### config.mk
export PLATFORM = sky130hd
export DESIGN_NAME = fir8_mac_seq
export DESIGN_NICKNAME = d
export VERILOG_FILES = /design/src/rtl/fir8_mac_seq.sv
export SDC_FILE = /design/constraint.sdc
export NUM_CORES = 2
export LEC_CHECK = 0
export BUFFER_PORTS_ARGS = -buffer_cell sky130_fd_sc_hd__buf_2
export CORE_MARGIN = 1
export CORE_UTILIZATION = 60
export CTS_CLUSTER_DIAMETER = 50
export DETAILED_ROUTE_END_ITERATION = 8
export GPL_ROUTABILITY_DRIVEN = 0
export PLACE_DENSITY = 0.8
export SYNTH_ARGS = -nofsm -noshare
export SYNTH_HDL_FRONTEND = slang
export SYNTH_SLANG_ARGS = --single-unit
### constraint.sdc
create_clock -name Clock -period 10.2 [get_ports Clock]
set_clock_uncertainty 0.05 [all_clocks]
set_input_delay 0.51 -clock Clock [delete_from_list [all_inputs] [get_ports Clock]]
set_output_delay 0.51 -clock Clock [all_outputs]
set_load 0.02 [all_outputs]
### src/rtl/fir8_mac_seq.sv
`default_nettype none
// ---------------------------------------------------------------------------
// fir8_mac_seq : 8-tap FIR evaluated serially with one signed MAC per clock
// Revision 1.0
// ---------------------------------------------------------------------------
module fir8_mac_seq #(
  parameter int W = 16
) (
  input  logic                  Clock,
  input  logic                  Reset,
  input  logic signed [W-1:0]   A,
  input  logic signed [W-1:0]   B,
  input  logic signed [W-1:0]   C,
  input  logic signed [W-1:0]   D,
  input  logic signed [W-1:0]   E,
  input  logic signed [W-1:0]   F,
  input  logic signed [W-1:0]   G,
  input  logic signed [W-1:0]   H,
  input  logic                  Start,
  input  logic                  CoefWe,
  input  logic [2:0]            CoefAddr,
  input  logic signed [W-1:0]   CoefData,
  output logic                  Busy,
  output logic                  Done,
  output logic signed [2*W+2:0] Y
);

  typedef enum logic [0:0] {
    IDLE = 1'b0,
    MAC  = 1'b1
  } state_t;

  state_t                state_q, state_d;
  logic [2:0]            idx_q, idx_d;
  logic signed [2*W+2:0] acc_q, acc_d;
  logic signed [2*W+2:0] y_q, y_d;
  logic                  busy_q, busy_d;
  logic                  done_q, done_d;
  logic signed [W-1:0]   snap_q [8];
  logic signed [W-1:0]   snap_d [8];
  logic signed [W-1:0]   coef_q [8];
  logic signed [W-1:0]   coef_d [8];
  logic signed [W-1:0]   tap_in [8];

  logic signed [2*W-1:0] mul_a, mul_b, prod;
  logic signed [2*W+2:0] prod_ext, sum;

  always_comb begin
    tap_in[0] = A;
    tap_in[1] = B;
    tap_in[2] = C;
    tap_in[3] = D;
    tap_in[4] = E;
    tap_in[5] = F;
    tap_in[6] = G;
    tap_in[7] = H;
  end

  // Operands widened first so the product is a full-precision 2W-bit signed value.
  assign mul_a    = {{W{snap_q[idx_q][W-1]}}, snap_q[idx_q]};
  assign mul_b    = {{W{coef_q[idx_q][W-1]}}, coef_q[idx_q]};
  assign prod     = mul_a * mul_b;
  assign prod_ext = {{3{prod[2*W-1]}}, prod};
  assign sum      = acc_q + prod_ext;

  always_comb begin
    state_d = state_q;
    idx_d   = idx_q;
    acc_d   = acc_q;
    y_d     = y_q;
    busy_d  = busy_q;
    done_d  = 1'b0;
    snap_d  = snap_q;
    coef_d  = coef_q;
    case (state_q)
      IDLE: begin
        if (CoefWe) coef_d[CoefAddr] = CoefData;
        if (Start) begin
          snap_d  = tap_in;
          acc_d   = '0;
          idx_d   = 3'd0;
          busy_d  = 1'b1;
          state_d = MAC;
        end
      end
      MAC: begin
        acc_d = sum;
        idx_d = idx_q + 3'd1;
        if (idx_q == 3'd7) begin
          y_d     = sum;
          done_d  = 1'b1;
          busy_d  = 1'b0;
          idx_d   = 3'd0;
          state_d = IDLE;
        end
      end
      default: begin
        state_d = IDLE;
        busy_d  = 1'b0;
      end
    endcase
  end

  always_ff @(posedge Clock) begin
    if (!Reset) begin
      state_q <= IDLE;
      idx_q   <= 3'd0;
      acc_q   <= '0;
      y_q     <= '0;
      busy_q  <= 1'b0;
      done_q  <= 1'b0;
      for (int i = 0; i < 8; i++) begin
        snap_q[i] <= '0;
        coef_q[i] <= '0;
      end
    end else begin
      state_q <= state_d;
      idx_q   <= idx_d;
      acc_q   <= acc_d;
      y_q     <= y_d;
      busy_q  <= busy_d;
      done_q  <= done_d;
      snap_q  <= snap_d;
      coef_q  <= coef_d;
    end
  end

  assign Busy = busy_q;
  assign Done = done_q;
  assign Y    = y_q;

endmodule
`default_nettype wire

======== Yosys cells after proc, flatten, opt, wreduce, memory -nomap -nowiden ========
Index checks and enable logic that the tools add are counted.
storage, ports and cells
  flip-flop bits (word level) ............. 332
  memory bits (writable) .................. 0
  ROM bits ................................ 0
  bits in latches ......................... 0
  logic and storage cells ................. 61
  input port bits ......................... 151
  output and inout port bits .............. 37
  memories kept ........................... 0
cells by class
  multiply operators ...................... 1
  reductions and logical operators ........ 6
  shifts and indexed selects .............. 0
  divide/modulo/power cells ............... 0
  $lt $le $gt $ge ......................... 3
  $add $sub $neg .......................... 2
  equal/unequal tests ..................... 3
  multiplexer cells ....................... 21
  bitwise logic cells ..................... 3
operators with widths
  operator             number
  $bwmux 128           1
  $bmux 16 s3          2
  $mux 16              5
  $pmux 35 s2          1
  $demux 16 s3         1
  $add 35x32->35       1
  $mux 35              1
  $mul 16x16->32       1
  $reduce_and 2->1     5
  $ge 4x4->1 const B   2
  $not 3->4            2
  $mux 3               2
  $pmux 3 s2           1
  $mux 1               5
  $lt 4x1->1 const B   1
  $pmux 1 s2           2
  $add 3x1->3 const B  1
  $eq 3x3->1 const B   1
  $ne 2x1->1 const B   1
  $ne 2x2->1 const B   1
  $logic_and 1x1->1    1
  $not 1->1            1

======== Logic depth before layout (Yosys ltp) ========
  word-level depth ........................ 7
  gate-level depth with buffers ........... 29
  gate-level depth less buffers ........... 26

======== Worst setup path before layout ========
No wires, ideal clock.
  kind .................................... register to register
  start ................................... register idx_q[0]
  end ..................................... register acc_q[33]
  library setup time ...................... 0.135 ns
  required time ........................... 10.015 ns
  clock period less this slack ............ 7.427 ns
  cell stages (with the launch flop) ...... 26
  arrival ................................. 7.242 ns
  path buffers ............................ 3
  slack ................................... 2.773 ns
  cells stage by stage .................... dfxtp_1 -> buf_2 -> buf_2 -> mux4_2 -> mux2i_1 -> clkbuf_1 -> nor2_1 -> fa_1 -> inv_1 -> fa_1 -> fa_1 -> inv_1 -> fa_1 -> fa_1 -> inv_1 -> fa_1 -> inv_1 -> ha_1 -> a2111oi_0 -> o21ai_1 -> a21o_1 -> o21a_1 -> o41ai_2 -> o21ai_1 -> nand4b_1 -> o221ai_1
between the ends
  longest elaborated chain between the ends .. 7
  elaborated cells between the ends (all ways) .. 10
  classes of those cells .................. add/sub (1); mul (1); mux (7); bitwise (1)
RTL lines
  item                                            line    RTL
  start: declaration                              34      logic [2:0] idx_q, idx_d;
  start signal: assignment                        118     idx_q <= idx_d;
  $not 3->4 (implied by the code) *               60, 61
  $bmux 16 s3, on equally long branches           60, 61
  $mux 16, on equally long branches (2 in a row)  60, 61
  $mul 16x16->32 *                                62      assign prod = mul_a * mul_b;
  $add 35x32->35 *                                64      assign sum = acc_q + prod_ext;
  $pmux 35 s2 *                                   75      case (state_q)
  end signal: assignment                          108     acc_q <= '0;
  end signal: assignment                          119     acc_q <= acc_d;
  end: declaration                                35      logic signed [2*W+2:0] acc_q, acc_d;
Every way passes the cells marked *; elsewhere a longest branch is shown, timed or not. The select of a mux whose other input is x is not followed.
A chain may end at the register's enable or synchronous reset.

======== Worst setup path after layout ========
  start ................................... register idx_q[1]
  end ..................................... register y_q[18], in the netlist Y[18]
between the ends
  longest elaborated chain between the ends .. 6
  elaborated cells between the ends (all ways) .. 11
  classes of those cells .................. add/sub (1); mul (1); eq/ne (1); mux (6); bitwise (1); reduce/logical (1)
RTL lines
  item                                            line    RTL
  $not 3->4 (implied by the code)                 60, 61
  $bmux 16 s3, on equally long branches           60, 61
  $mux 16, on equally long branches (2 in a row)  60, 61
  $mul 16x16->32                                  62
  $add 35x32->35                                  64
  end signal: assignment                          120     y_q <= y_d;
  end: declaration                                36      logic signed [2*W+2:0] y_q, y_d;
Parallel ways exist; a longest one is shown, timed or not. The select of a mux whose other input is x is not followed.

==> summary.txt <==
Timing
  • Setup TNS: 0 ns
  • Final Hold Fails: 0
  • # setup viols final: 0
  • Final WS setup: 1.53 ns
  • Least-Margin Pin Slew: 1.44 ns
  • Fin crit period: 8.67 ns
  • Max-slew violations: 0
  • Hold WS: 0.115 ns
  • Final period util: 85.0%
  • Max Fclk: 115 MHz
  • Slew headroom: 1.07%
  • Unrepaired setup endpoints after global routing: false

Synthesis
  • Post-synthesis adder-cell area fraction: 30.6%
  • Top post-synthesis cells by area: dfxtp_1 27%, fa_1 25%, nand2_1 7.4%, mux4_2 5.9%, ha_1 5.4%
  • Post-synth top area share: 27.0%
  • Simple-Gate Fraction of Synth Area: 14.7%
  • Leading area contributor after synthesis: dfxtp_1
  • Combinational family with the most area after synthesis: adder cells
  • Yosys warnings: 0
  • Synth unique cells: 57
  • Xor-xnor portion of the synthesized cell area: 1.21%
  • Sequential element share of the synthesized area: 27.0%
  • Compound-Gate Fraction of Synth Area: 8.24%
  • Main synth FF type: dfxtp_1
  • Syn Inst Count: 2,689
  • Synthesized area per cell: 9.16 µm²
  • Mapped cell area: 24,600 µm²
  • Mux contribution to synthesized area: 10.4%
  • Syn nets: 3,256
  • Post-synth EDFFs: 0
  • Post-synth ARST share: 0%
  • #FFs+latches synth: 332

Clock tree
  • Post-CTS setup repair buffer count: 0
  • Clock root buffer: clkbuf_16
  • Post-CTS Resized: 0
  • Worst-Skew Late Latency: 0.58 ns
  • CTS H-tree lvls: 2
  • CTS clk-pin slew, worst paths: 0.06 ns
  • CTS sink cnt: 332
  • Total CTS buffers: 40
  • CTS tree: done
  • # hold bufs at CTS: 0
  • CTS Buffer Depth: 3

Place
  • Port buffer count: 187
  • Dpl hpwl: 47,400 µm
  • Place WS: 1.74 ns
  • Placed cells: 3,277

Drt
  • Pre-Repair DR Iteration Count: 5
  • Drt initial violations: 1,569
  • Vias per cell: 5.75
  • Routed wire per std cell: 19.0 µm
  • Final WL: 63,800 µm
  • Drt drc: 0
  • Vias: 19,268
  • Post-route ant nets: 0

Pwr
  • Leak Pwr: 12.5 nW
  • Switch Pwr: 0.860 mW
  • Combinational fraction of design power: 11.8%
  • Internal: 2.27 mW
  • Clock power frac: 44.5%
  • Seq pwr share: 43.7%
  • Total Power: 3.13 mW
  • Sw frac: 27.5%
  • PwrDens: 115 nW/µm²
  • Maximum VDD drop: 0.123 mV

Min path
  • Worst Hold Class: input pin to flop

Status
  • Outcome: finished with violations
  • Failing checks: max-capacitance violations

Job
  • Max-cap violation count: 1

Global route
  • Tot GR Track Use: 31.8%
  • Vias in the first global route: 19,945
  • Global-route wire length before repair: 105,000 µm
  • Largest net degree at the start of global routing: 129
  • Remaining Overflow, GRT: 0
  • Initial antenna violation count: 4

Die
  • Die Area: 41,800 µm²
  • Chip height: 205 µm
  • Core footprint: 40,100 µm²
  • Die Width: 205 µm
  • Initial Util: 61.4%
  • Rows: 73
  • Ports: 188

Finish
  • Nets: 3,361
  • Number of fill cells: 3,000
  • Share of cells above drive strength 1: 14.1%
  • Area Overhead vs Synth: 10.6%
  • Layout Cells excl Fill: 3,351

Worst setup path
  • Crit end category: flop
  • Crit Path Category: flop to flop
  • CP Launch Type: flop
  • CP Max Fanout: 25
  • Worst Path Required: 10.58 ns
  • Crit path DAT: 9.05 ns
-- path summary, 6_finish.rpt --
check,cells past startpoint,slack [ns],to,from
max,23,1.53,Y[18],idx_q[1]
min,3,0.11,snap_q[20],G[4]
max reg2reg,23,1.53,Y[18],idx_q[1]
min reg2reg,2,0.40,snap_q[112],snap_q[112]
-- through the flow --
| stage | utilization (%) | area [µm²] |
|---|---|---|
| 2_1_floorplan | - | 24600 |
| 3_3_place_gp | 64.7 | 25900 |
| 3_5_place_dp | 64.7 | 25900 |
| 4_1_cts | 67.9 | 27200 |
| 5_1_grt | 67.9 | 27200 |
| 6_report | 67.9 | 27200 |
-- synthesized netlist by cell type, drive strengths merged, types with 5 or more instances --
cell	instances
xnor2	26
xor2	8
nor3	10
inv	347
buf	17
nand3	11
or2	12
o21a	7
mux2i	91
nor2	261
dfxtp	332
a21oi	252
fa	310
a22o	28
a211oi	8
and3	5
clkbuf	143
nand2b	24
nor2b	9
o21ai	19
nand2	486
nor3b	35
a21o	11
and2	6
mux4	64
ha	106
mux2	19
-- registers in the layout, indices dropped and copies added (netlist names) --
name	count
Done	1
idx_q	3
Busy	1
acc_q	35
Y	35
coef_q	128
snap_q	128
state_q	1
-- power by group through the flow --
stage	Sequential, mW	Combinational [mW]	Clock [mW]
after floorplan	1.38	0.253	0
after global placement	1.39	0.348	0
after detailed placement	1.39	0.361	0
after CTS	1.37	0.364	1.41
after global routing	1.37	0.403	1.46
final	1.37	0.369	1.39
-- kinds of logic after synthesis --
logic type / Yosys count
flops: 332
buf+inv: 507
simple gates: 874
mux: 174
fa+ha+maj: 416
xor+xnor: 34
compound gates: 352
-- per-layer routing --
layer	track usage [%]	vias up	part of all wire, %
met4	9.43	2	2.5
met3	7.24	130	10
li1	-	8769	-
met1	43.5	9401	41
met5	0	-	0.016
met2	50.5	966	46
-- worst max-delay path: stages, from the launching register on --
cell      delay [ns]
dfxtp_2         0.81
buf_4           0.39
mux4_2          0.33
mux2i_1         1.11
nor2_1          0.16
fa_1            0.63
inv_1           0.07
fa_1            0.50
fa_1            0.52
inv_1           0.06
fa_1            0.56
fa_1            0.51
inv_1           0.05
fa_1            0.47
inv_1           0.04
ha_1            0.35
nand2_1         0.11
a21oi_1         0.05
a211oi_1        0.47
a21boi_0        0.23
o21ai_0         0.30
a21oi_1         0.13
or3_1           0.34
a32o_1          0.27
-- layout by cell type (no fill, tap or decap), drive strengths merged, types with 3 or more instances in the layout --
cell	Yosys	layout
xor2	8	8
mux4	64	64
nor2b	9	9
o21ai	19	19
and2	6	6
clkbuf	143	54
clkinv	0	9
a22o	28	28
buf	17	223
ha	106	106
or2	12	12
diode	0	3
fa	310	310
o21a	7	7
or3	3	3
dfxtp	332	332
a21oi	252	252
nor3b	35	35
nand2b	24	24
a31oi	3	3
a211oi	8	8
nand2	486	486
o211ai	3	3
and3	5	5
a21o	11	11
nor3	10	10
nand3b	3	3
mux2i	91	91
o32ai	3	3
xnor2	26	26
mux2	19	19
clkinvlp	0	3
inv	347	352
nor2	261	261
nand3	11	11
-- final cells by class --
class	instances	area, µm²	share of cell area [%]
multi-input cells	1850	16100	59.1
flip-flops and latches	332	6650	24.4
inverters	347	1310	4.81
repair buffers	223	1210	4.43
clock buffers	54	1120	4.13
well taps	525	657	2.41
clock inverters	17	179	0.657
diodes	3	7.51	0.0276
Note: power is estimated with default switching activity, not from simulation.
